--- config.mk ---
export PLATFORM = sky130hd
export DESIGN_NAME = lcd_bus_arbiter_flat
export DESIGN_NICKNAME = d
export VERILOG_FILES = /design/src/rtl/lcd_pkg.sv /design/src/rtl/lcd_bus_arbiter_if.sv /design/src/rtl/lcd_rr_picker.sv /design/src/rtl/lcd_bus_arbiter.sv /design/src/flat_wrapper.sv
export SDC_FILE = /design/constraint.sdc
export NUM_CORES = 1
export LEC_CHECK = 0
export CELL_PAD_IN_SITES_DETAIL_PLACEMENT = 1
export CELL_PAD_IN_SITES_GLOBAL_PLACEMENT = 1
export CORE_MARGIN = 2
export CORE_UTILIZATION = 30
export CTS_CLUSTER_SIZE = 28
export DETAILED_ROUTE_END_ITERATION = 7
export PLACE_DENSITY = 0.83
export SLEW_MARGIN = 20
export SYNTH_ARGS = -nofsm -noshare
export SYNTH_HDL_FRONTEND = slang
export SYNTH_SLANG_ARGS = --single-unit
--- constraint.sdc ---
create_clock -name clk -period 2.3 [get_ports clk]
set_clock_uncertainty 0.05 [all_clocks]
set_input_delay 0.46 -clock clk [delete_from_list [all_inputs] [get_ports clk]]
set_output_delay 0.46 -clock clk [all_outputs]
set_load 0.03 [all_outputs]
--- src/rtl/lcd_pkg.sv ---
// Shared LCD1602 command bytes, arbiter state encoding and small elaboration helpers.
// The CLR_WAIT state only exists when LCD_CLEAR_HOLDOFF_EN is defined.
package lcd_pkg;

  localparam logic [7:0] CLEAR_DISPLAY             = 8'h01;
  localparam logic [7:0] SHIFT_CURSOR_RIGHT        = 8'h06;
  localparam logic [7:0] DISPON_CURSOROFF          = 8'h0C;
  localparam logic [7:0] LINES2_MATRIX5x8_MODE8bit = 8'h38;
  localparam logic [7:0] START_2LINE               = 8'hC0;

  typedef enum logic [2:0] {
    ST_IDLE  = 3'd0,
    ST_SETUP = 3'd1,
    ST_PULSE = 3'd2,
    ST_HOLD  = 3'd3
`ifdef LCD_CLEAR_HOLDOFF_EN
    ,
    ST_CLR_WAIT = 3'd4
`endif
  } arb_state_e;

  function automatic int max_int(input int a, input int b);
    return (a > b) ? a : b;
  endfunction

endpackage

--- src/rtl/lcd_bus_arbiter_if.sv ---
// Requester-side handshake and LCD1602 bus signals of lcd_bus_arbiter.
// master = the requesters/environment, slave = the arbiter.
interface lcd_bus_arbiter_if #(
  parameter int NUM_REQ = 3
);

  logic [NUM_REQ-1:0]   req;
  logic [NUM_REQ-1:0]   rs_in;
  logic [8*NUM_REQ-1:0] data_in;
  logic [NUM_REQ-1:0]   lock;
  logic [NUM_REQ-1:0]   gnt;
  logic [NUM_REQ-1:0]   ack;
  logic                 rs;
  logic                 rw;
  logic                 enable;
  logic [7:0]           data;
  logic                 busy;

  modport master (
    output req, rs_in, data_in, lock,
    input  gnt, ack, rs, rw, enable, data, busy
  );

  modport slave (
    input  req, rs_in, data_in, lock,
    output gnt, ack, rs, rw, enable, data, busy
  );

endinterface

--- src/rtl/lcd_rr_picker.sv ---
// Round-robin request picker: searches upward from i_ptr, wrapping at NUM_REQ-1.
// Purely combinational; o_winner is one-hot, o_valid flags any request.
module lcd_rr_picker #(
  parameter int NUM_REQ = 3
) (
  input  logic [NUM_REQ-1:0]         i_req,
  input  logic [$clog2(NUM_REQ)-1:0] i_ptr,
  output logic [NUM_REQ-1:0]         o_winner,
  output logic                       o_valid
);

  localparam int PW = $clog2(NUM_REQ);

  logic [PW-1:0] w_idx;

  // NOTE: every variable driven here gets a default first so no path leaves it unassigned (no latch).
  always_comb begin
    o_winner = '0;
    o_valid  = 1'b0;
    w_idx    = i_ptr;
    for (int i = 0; i < NUM_REQ; i++) begin
      if (!o_valid && i_req[w_idx]) begin
        o_winner[w_idx] = 1'b1;
        o_valid         = 1'b1;
      end
      w_idx = (w_idx == PW'(NUM_REQ - 1)) ? '0 : w_idx + PW'(1);
    end
  end

endmodule

--- src/rtl/lcd_bus_arbiter.sv ---
// Round-robin arbiter sharing one LCD1602 bus between NUM_REQ requesters, with burst lock.
// Optional macro LCD_CLEAR_HOLDOFF_EN adds an idle hold-off after a clear-display command.
module lcd_bus_arbiter
  import lcd_pkg::*;
#(
  parameter int NUM_REQ           = 3,
  parameter int SETUP_CYCLES      = 2,
  parameter int PULSE_CYCLES      = 4,
  parameter int HOLD_CYCLES       = 2,
  parameter int CLEAR_WAIT_CYCLES = 80000
) (
  input logic               clk,
  input logic               reset,
  lcd_bus_arbiter_if.slave  bus
);

  localparam int PW = $clog2(NUM_REQ);
`ifdef LCD_CLEAR_HOLDOFF_EN
  localparam int MAX_CYC = max_int(max_int(SETUP_CYCLES, PULSE_CYCLES),
                                   max_int(HOLD_CYCLES, CLEAR_WAIT_CYCLES));
`else
  localparam int MAX_CYC = max_int(max_int(SETUP_CYCLES, PULSE_CYCLES), HOLD_CYCLES);
`endif
  localparam int CW = $clog2(MAX_CYC + 1);

  if (NUM_REQ < 2 || NUM_REQ > 8 || SETUP_CYCLES < 1 || PULSE_CYCLES < 1 ||
      HOLD_CYCLES < 1 || CLEAR_WAIT_CYCLES < 1) begin : g_bad_param
    $error("lcd_bus_arbiter: parameter out of range");
  end

  arb_state_e         r_state, w_state_nxt;
  logic [CW-1:0]      r_cnt, w_cnt_nxt;
  logic [NUM_REQ-1:0] r_gnt, w_gnt_nxt;
  logic               r_rs, w_rs_nxt;
  logic [7:0]         r_data, w_data_nxt;
  logic [PW-1:0]      r_ptr, w_ptr_nxt;
  logic [NUM_REQ-1:0] w_winner, w_sel;
  logic               w_valid, w_lock_hit;

  lcd_rr_picker #(.NUM_REQ(NUM_REQ)) u_picker (
    .i_req    (bus.req),
    .i_ptr    (r_ptr),
    .o_winner (w_winner),
    .o_valid  (w_valid)
  );

  always_comb begin
    w_state_nxt = r_state;
    w_cnt_nxt   = r_cnt + CW'(1);
    w_gnt_nxt   = r_gnt;
    w_rs_nxt    = r_rs;
    w_data_nxt  = r_data;
    w_ptr_nxt   = r_ptr;
    // r_gnt still names the previous winner in IDLE, so only that requester's lock counts.
    w_lock_hit  = |(r_gnt & bus.lock & bus.req);
    w_sel       = w_lock_hit ? r_gnt : w_winner;

    case (r_state)
      ST_IDLE: begin
        w_cnt_nxt = '0;
        if (w_lock_hit || w_valid) begin
          w_state_nxt = ST_SETUP;
          w_gnt_nxt   = w_sel;
          for (int i = 0; i < NUM_REQ; i++) begin
            if (w_sel[i]) begin
              w_rs_nxt   = bus.rs_in[i];
              w_data_nxt = bus.data_in[8*i +: 8];
              if (!w_lock_hit) w_ptr_nxt = (i == NUM_REQ - 1) ? '0 : PW'(i + 1);
            end
          end
        end else begin
          w_gnt_nxt = '0;
        end
      end
      ST_SETUP: begin
        if (r_cnt == CW'(SETUP_CYCLES - 1)) begin
          w_state_nxt = ST_PULSE;
          w_cnt_nxt   = '0;
        end
      end
      ST_PULSE: begin
        if (r_cnt == CW'(PULSE_CYCLES - 1)) begin
          w_state_nxt = ST_HOLD;
          w_cnt_nxt   = '0;
        end
      end
      ST_HOLD: begin
        if (r_cnt == CW'(HOLD_CYCLES - 1)) begin
          w_cnt_nxt = '0;
`ifdef LCD_CLEAR_HOLDOFF_EN
          w_state_nxt = (!r_rs && r_data == CLEAR_DISPLAY) ? ST_CLR_WAIT : ST_IDLE;
`else
          w_state_nxt = ST_IDLE;
`endif
        end
      end
`ifdef LCD_CLEAR_HOLDOFF_EN
      ST_CLR_WAIT: begin
        if (r_cnt == CW'(CLEAR_WAIT_CYCLES - 1)) begin
          w_state_nxt = ST_IDLE;
          w_cnt_nxt   = '0;
        end
      end
`endif
      default: begin
        w_state_nxt = ST_IDLE;
        w_cnt_nxt   = '0;
      end
    endcase
  end

  // NOTE: sequential state uses non-blocking assignments so every register samples pre-edge values.
  always_ff @(posedge clk) begin
    if (!reset) begin
      r_state <= ST_IDLE;
      r_cnt   <= '0;
      r_gnt   <= '0;
      r_rs    <= 1'b0;
      r_data  <= '0;
      r_ptr   <= '0;
    end else begin
      r_state <= w_state_nxt;
      r_cnt   <= w_cnt_nxt;
      r_gnt   <= w_gnt_nxt;
      r_rs    <= w_rs_nxt;
      r_data  <= w_data_nxt;
      r_ptr   <= w_ptr_nxt;
    end
  end

  assign bus.gnt    = r_gnt;
  assign bus.ack    = (r_state == ST_HOLD && r_cnt == CW'(HOLD_CYCLES - 1)) ? r_gnt : '0;
  assign bus.rs     = r_rs;
  assign bus.rw     = 1'b0;
  assign bus.data   = r_data;
  assign bus.enable = (r_state == ST_PULSE);
  assign bus.busy   = (r_state != ST_IDLE);

endmodule
--- src/flat_wrapper.sv ---
// flat-port wrapper written by rule: the top's interface ports become plain ports
module lcd_bus_arbiter_flat import lcd_pkg::*;
#(
  parameter int NUM_REQ           = 3,
  parameter int SETUP_CYCLES      = 2,
  parameter int PULSE_CYCLES      = 4,
  parameter int HOLD_CYCLES       = 2,
  parameter int CLEAR_WAIT_CYCLES = 80000
)
  (clk, reset, bus_req, bus_rs_in, bus_data_in, bus_lock, bus_gnt, bus_ack, bus_rs, bus_rw, bus_enable, bus_data, bus_busy);
  lcd_bus_arbiter_if #(.NUM_REQ(NUM_REQ)) bus_i ();
  input logic clk;
  input logic reset;
  input wire logic [$bits(bus_i.req)-1:0] bus_req;
  input wire logic [$bits(bus_i.rs_in)-1:0] bus_rs_in;
  input wire logic [$bits(bus_i.data_in)-1:0] bus_data_in;
  input wire logic [$bits(bus_i.lock)-1:0] bus_lock;
  output wire logic [$bits(bus_i.gnt)-1:0] bus_gnt;
  output wire logic [$bits(bus_i.ack)-1:0] bus_ack;
  output wire logic [$bits(bus_i.rs)-1:0] bus_rs;
  output wire logic [$bits(bus_i.rw)-1:0] bus_rw;
  output wire logic [$bits(bus_i.enable)-1:0] bus_enable;
  output wire logic [$bits(bus_i.data)-1:0] bus_data;
  output wire logic [$bits(bus_i.busy)-1:0] bus_busy;
  assign bus_i.req = bus_req;
  assign bus_i.rs_in = bus_rs_in;
  assign bus_i.data_in = bus_data_in;
  assign bus_i.lock = bus_lock;
  assign bus_gnt = bus_i.gnt;
  assign bus_ack = bus_i.ack;
  assign bus_rs = bus_i.rs;
  assign bus_rw = bus_i.rw;
  assign bus_enable = bus_i.enable;
  assign bus_data = bus_i.data;
  assign bus_busy = bus_i.busy;
  lcd_bus_arbiter #(.NUM_REQ(NUM_REQ), .SETUP_CYCLES(SETUP_CYCLES), .PULSE_CYCLES(PULSE_CYCLES), .HOLD_CYCLES(HOLD_CYCLES), .CLEAR_WAIT_CYCLES(CLEAR_WAIT_CYCLES)) u_core (.clk(clk), .reset(reset), .bus(bus_i));
endmodule
---- Yosys cells after proc, flatten, opt, wreduce, memory -nomap -nowiden ----
Index checks and enable logic that the tools add are counted.
operators by class
  $add $sub $neg .......................... 3
  $lt $le $gt $ge ......................... 6
  equal/unequal tests ..................... 11
  mux-type cells .......................... 43
  bitwise gates (word level) .............. 4
  reduce and logical (&&, ||, !) cells .... 17
operators by type and width
  kind                 number
  $mux 3               12
  $mux 8               3
  $mux 2               8
  $mux 1               12
  $pmux 3 s4           1
  $eq 3x2->1 const B   3
  $lt 2x3->1 const B   3
  $ne 2x1->1 const B   4
  $and 3x3->3          2
  $bmux 1 s2           3
  $demux 1 s2          3
  $eq 3x1->1 const B   2
  $ge 2x1->1 const B   3
  $logic_and 1x1->1    6
  $or 3x3->3           2
  $pmux 3 s2           1
  $reduce_bool 3->1    2
  $add 2x1->2 const B  2
  $eq 2x2->1 const B   2
  $reduce_and 4->1     1
  $add 3x1->3 const B  1
  $logic_not 3->1      1
  $reduce_and 3->1     1
  $reduce_or 3->1      1
  other kinds (4)      5
word-level totals
  register bits after elaboration ......... 20
  output and inout bits ................... 18

---- Longest topological paths before layout ----
  depth in word-level cells ............... 16
  gate-level depth with buffers ........... 7
  depth with buffers taken out ............ 7

---- Hierarchy ----
A second synthesis with hierarchy kept.
second synthesis, totals
  cells, all modules ...................... 168
  area total of the unflattened synthesis .. 1355.0 µm²
by module, submodules not included
  module           times used  cells an instance  area each (µm²)  seq. area each (µm²)
  lcd_bus_arbiter  1           155                1277.5           380.4
  lcd_rr_picker    1           13                 77.6             0.0

---- Worst setup path after synthesis ----
Ideal clock, no wire load.
  kind .................................... register to register
  from .................................... register u_core.r_state[0]
  to ...................................... register u_core.r_data[7] (netlist: u_core.bus.data[7])
  data arrival time ....................... 1885 ps
  path slack .............................. 286 ps
  stages on the path, launching flop included .. 8
  buffers on the path ..................... 1
  cell sequence ........................... dfxtp_1 > inv_1 > ha_1 > clkinv_1 > nor2_1 > buf_2 > nand4_1 > o221ai_2
on the way
  longest elaborated chain between the ends .. 2
ends and longest elaborated chain
  item                        RTL line                RTL
  start: declaration          lcd_bus_arbiter.sv:31   arb_state_e r_state, w_state_nxt;
  start signal: assignment    lcd_bus_arbiter.sv:122  r_state <= w_state_nxt;
  $logic_not 3->1             lcd_bus_arbiter.sv:58   case (r_state)
  $reduce_and 3->1 (no line)  -
  end signal: assignment      lcd_bus_arbiter.sv:126  r_data <= w_data_nxt;
  end: declaration            lcd_bus_arbiter.sv:35   logic [7:0] r_data, w_data_nxt;
Every way passes these cells.
A chain may end at the register's enable or synchronous reset.

---- Worst setup path in the final report ----
  from .................................... register u_core.r_state[0]
  to ...................................... output bus_enable
on the way
  longest elaborated chain between the ends .. 1
ends and longest elaborated chain
  item              RTL line                RTL
  $eq 3x2->1        lcd_bus_arbiter.sv:136  assign bus.enable = (r_state == ST_PULSE);
  end: declaration  flat_wrapper.sv:22      output wire logic [$bits(bus_i.enable)-1:0] bus_enable;
Every way passes these cells.

==> flow_metrics.tcl <==
set metrics [dict create \
    status "finished, final reports clean" \
    setup_viol 0 \
    core_area_sq_mm 0.00400 \
    min_period_ps 2210 \
    cts.sinks 19 \
    ys_types 39 \
    crit_slowest_cell "clkdlybuf4s50_1" \
    finalNetCount 251 \
    ctsHoldBuffers 0 \
    ys_seq_area_share_pct 30.3 \
    fin_util_pct 49.2 \
    p_per_area_mw_per_mm2 1060 \
    grt_pass1_vias 1431 \
    drc 0 \
    drt_wl_total_um 4180 \
    num_antenna_cells 0 \
    wl_met3_um 190 \
    rsz0062_at_grt "false" \
    crit_type "reg2out" \
    seq_power_share_pct 26.0 \
    synth_common_cells "dfxtp_1 (19), nand2_1 (14), inv_1 (10), mux2i_1 (10)" \
    grt_pass1_wl_um 6530 \
    tritoncts "done" \
    ir_drop_mv 0.501 \
    crit_required_ps 1790 \
    yosysMostFrequentCell "dfxtp_1" \
    syn_area_per_cell_sq_um 8.78 \
    path_buf_inv 2 \
    p_int_w 0.00114 \
    cts_max_level 1 \
    route.vias.total 1328 \
    p_leak_nw 0.810 \
    syn_to_final_growth_pct 56.8 \
    cts_made_buffers 3 \
    grt_max_degree 23 \
    portBuffers 51 \
    switching_share_pct 44.9 \
    rows 23 \
    pwr-share-clk_pct 11.2 \
    drtAntennaViolNets 0 \
    die_h_um 68.7 \
    wl_per_cell_um 16.3 \
    drv_slew 0 \
    fin_cells 256 \
    wl_met2_um 2260 \
    tns_ps 0 \
    hold_viol 0 \
    syn_nets 187 \
    start_kind "flop" \
    die_area_sq_mm 0.00472 \
    viasPerCell 5.19 \
    overflow 0 \
    power.switching_w 0.000933 \
    clk_latency_ps 260 \
    synth-seq-cells 19 \
    async_reset_ff_share_pct 0 \
    ys_warn_count 0 \
    fmax_ghz 0.453 \
    power_w 0.00208 \
    power_frac_comb_pct 62.8 \
    syn_area_sq_mm 0.00125 \
    cpPeakStageDelay_ps 720 \
    ys_top_cells_by_area "dfxtp_1 (30%), o221ai_2 (11%), ha_1 (9.0%)" \
    dp_cells 252 \
    synth_flop_cell "dfxtp_1" \
    drt_iter0_drc 23 \
    top_layer "met4" \
    firstDrtPassIters 4 \
    cp-end-kind "output port" \
    yosysTopAreaCellShare_pct 30.3 \
    path_clk_slew_ps 70 \
    startpoint "u_core.r_state[0]" \
    place.gp.congestion 0.896 \
    wirelength_met1_um 1640 \
    drive_gt1_share_pct 15.0 \
    crit_family "buffers and inverters" \
    ios 53 \
    start_util_pct 31.4 \
    synth_edf_count 0 \
    dpl.hpwl_um 3420 \
    min_from "u_core.r_cnt[0]" \
    hp-class "reg2reg" \
    cp_data_arrival_time_ps 1700 \
    cts_root_buffer "clkbuf_8" \
    grt_usage_pct 18.8 \
    path_max_fanout 6 \
    period_share_pct 95.9 \
    netlist_instances 143 \
    clock_path_buffers 2 \
    die-width_um 68.7 \
    cap_violations 0 \
    path_cells "inv_1 -> ha_1 -> clkdlybuf4s50_1" \
    synth_top_area_cell "dfxtp_1" \
    antenna_found_initial 0 \
]
==> cell usage in the layout (no fill, tap or decap), drive strengths merged, types with 2 or more instances in the layout <==
cell and n:
a21oi 4, a31oi 2, and2 3, buf 15, clkbuf 4, clkdlybuf4s50 47
dfxtp 19, dlygate4sd2 3, ha 9, inv 10, mux2i 10, nand2 14
nand2b 3, nand3 3, nand4 9, nor2 7, nor3 6, nor4 2
o211ai 2, o21a 5, o21ai 3, o221ai 9
==> worst register-to-register path, cell delays in order, from the launching register on <==
cell and delay [ps]:
dfxtp_1 470, a21boi_2 110, buf_4 150, a41o_1 240, or3_1 400, buf_12 170
o221ai_2 180
==> worst paths after layout <==
path	cells past startpoint	end	slack (ps)
worst max register to register	6	u_core.bus.data[6]	450
worst max-delay path	3	bus_enable	90
worst min-delay path	1	u_core.r_cnt[0]	460
worst min register to register	1	u_core.r_cnt[0]	460
==> what timing repair did <==
action	in CTS	in global routing
setup buffers	0	0
resized for setup	3	2
endpoints found under the setup margin	3	4
==> metal layers <==
metal	up-vias	global-route usage [%]
li1	650	-
met1	640	19.6
met2	29	35.6
met3	9	3.73
met4	0	9.25
met5	-	0
==> power by group through the flow <==
stage	clock network [W]	registers, W	logic, W
2_1_floorplan	0	0.000687	0.000632
3_3_place_gp	0	0.000539	0.00126
3_5_place_dp	0	0.000547	0.00132
4_1_cts	0.000241	0.000540	0.00132
5_1_grt	0.000263	0.000556	0.00141
6_report	0.000233	0.000540	0.00130
==> through the flow <==
step	hold WS, ps	cell area, sq um	setup WS (ps)
global route	485	1970	7.92
global placement	423	1920	-41.2
floorplan	409	1250	286
detailed placement	451	1920	-127
CTS	457	1960	0.934
finish	457	1970	93.2
==> cell families (layout without fill, tap and decap cells) <==
group                    count (synthesis)  count (layout)  share of synthesized area (%)
AND/OR/NAND/NOR                         52              52                           21.6
AO/OA/AOI/OAI                           34              34                           24.5
flip-flops                              19              19                           30.3
buffers and inverters                   18              81                           6.28
multiplexers                            10              10                           7.98
adder cells (fa/ha/maj)                  9               9                           8.97
other                                    1               1                          0.299
==> final cells by class <==
class | count | area (sq um)
timing repair buffer | 66 | 634
sequential | 19 | 380
inverter | 11 | 41.3
multi-input combinational | 106 | 805
clock buffer | 4 | 45.0
fill | 470 | 2030
tap | 50 | 62.6
(Power assumes the default switching activity.)
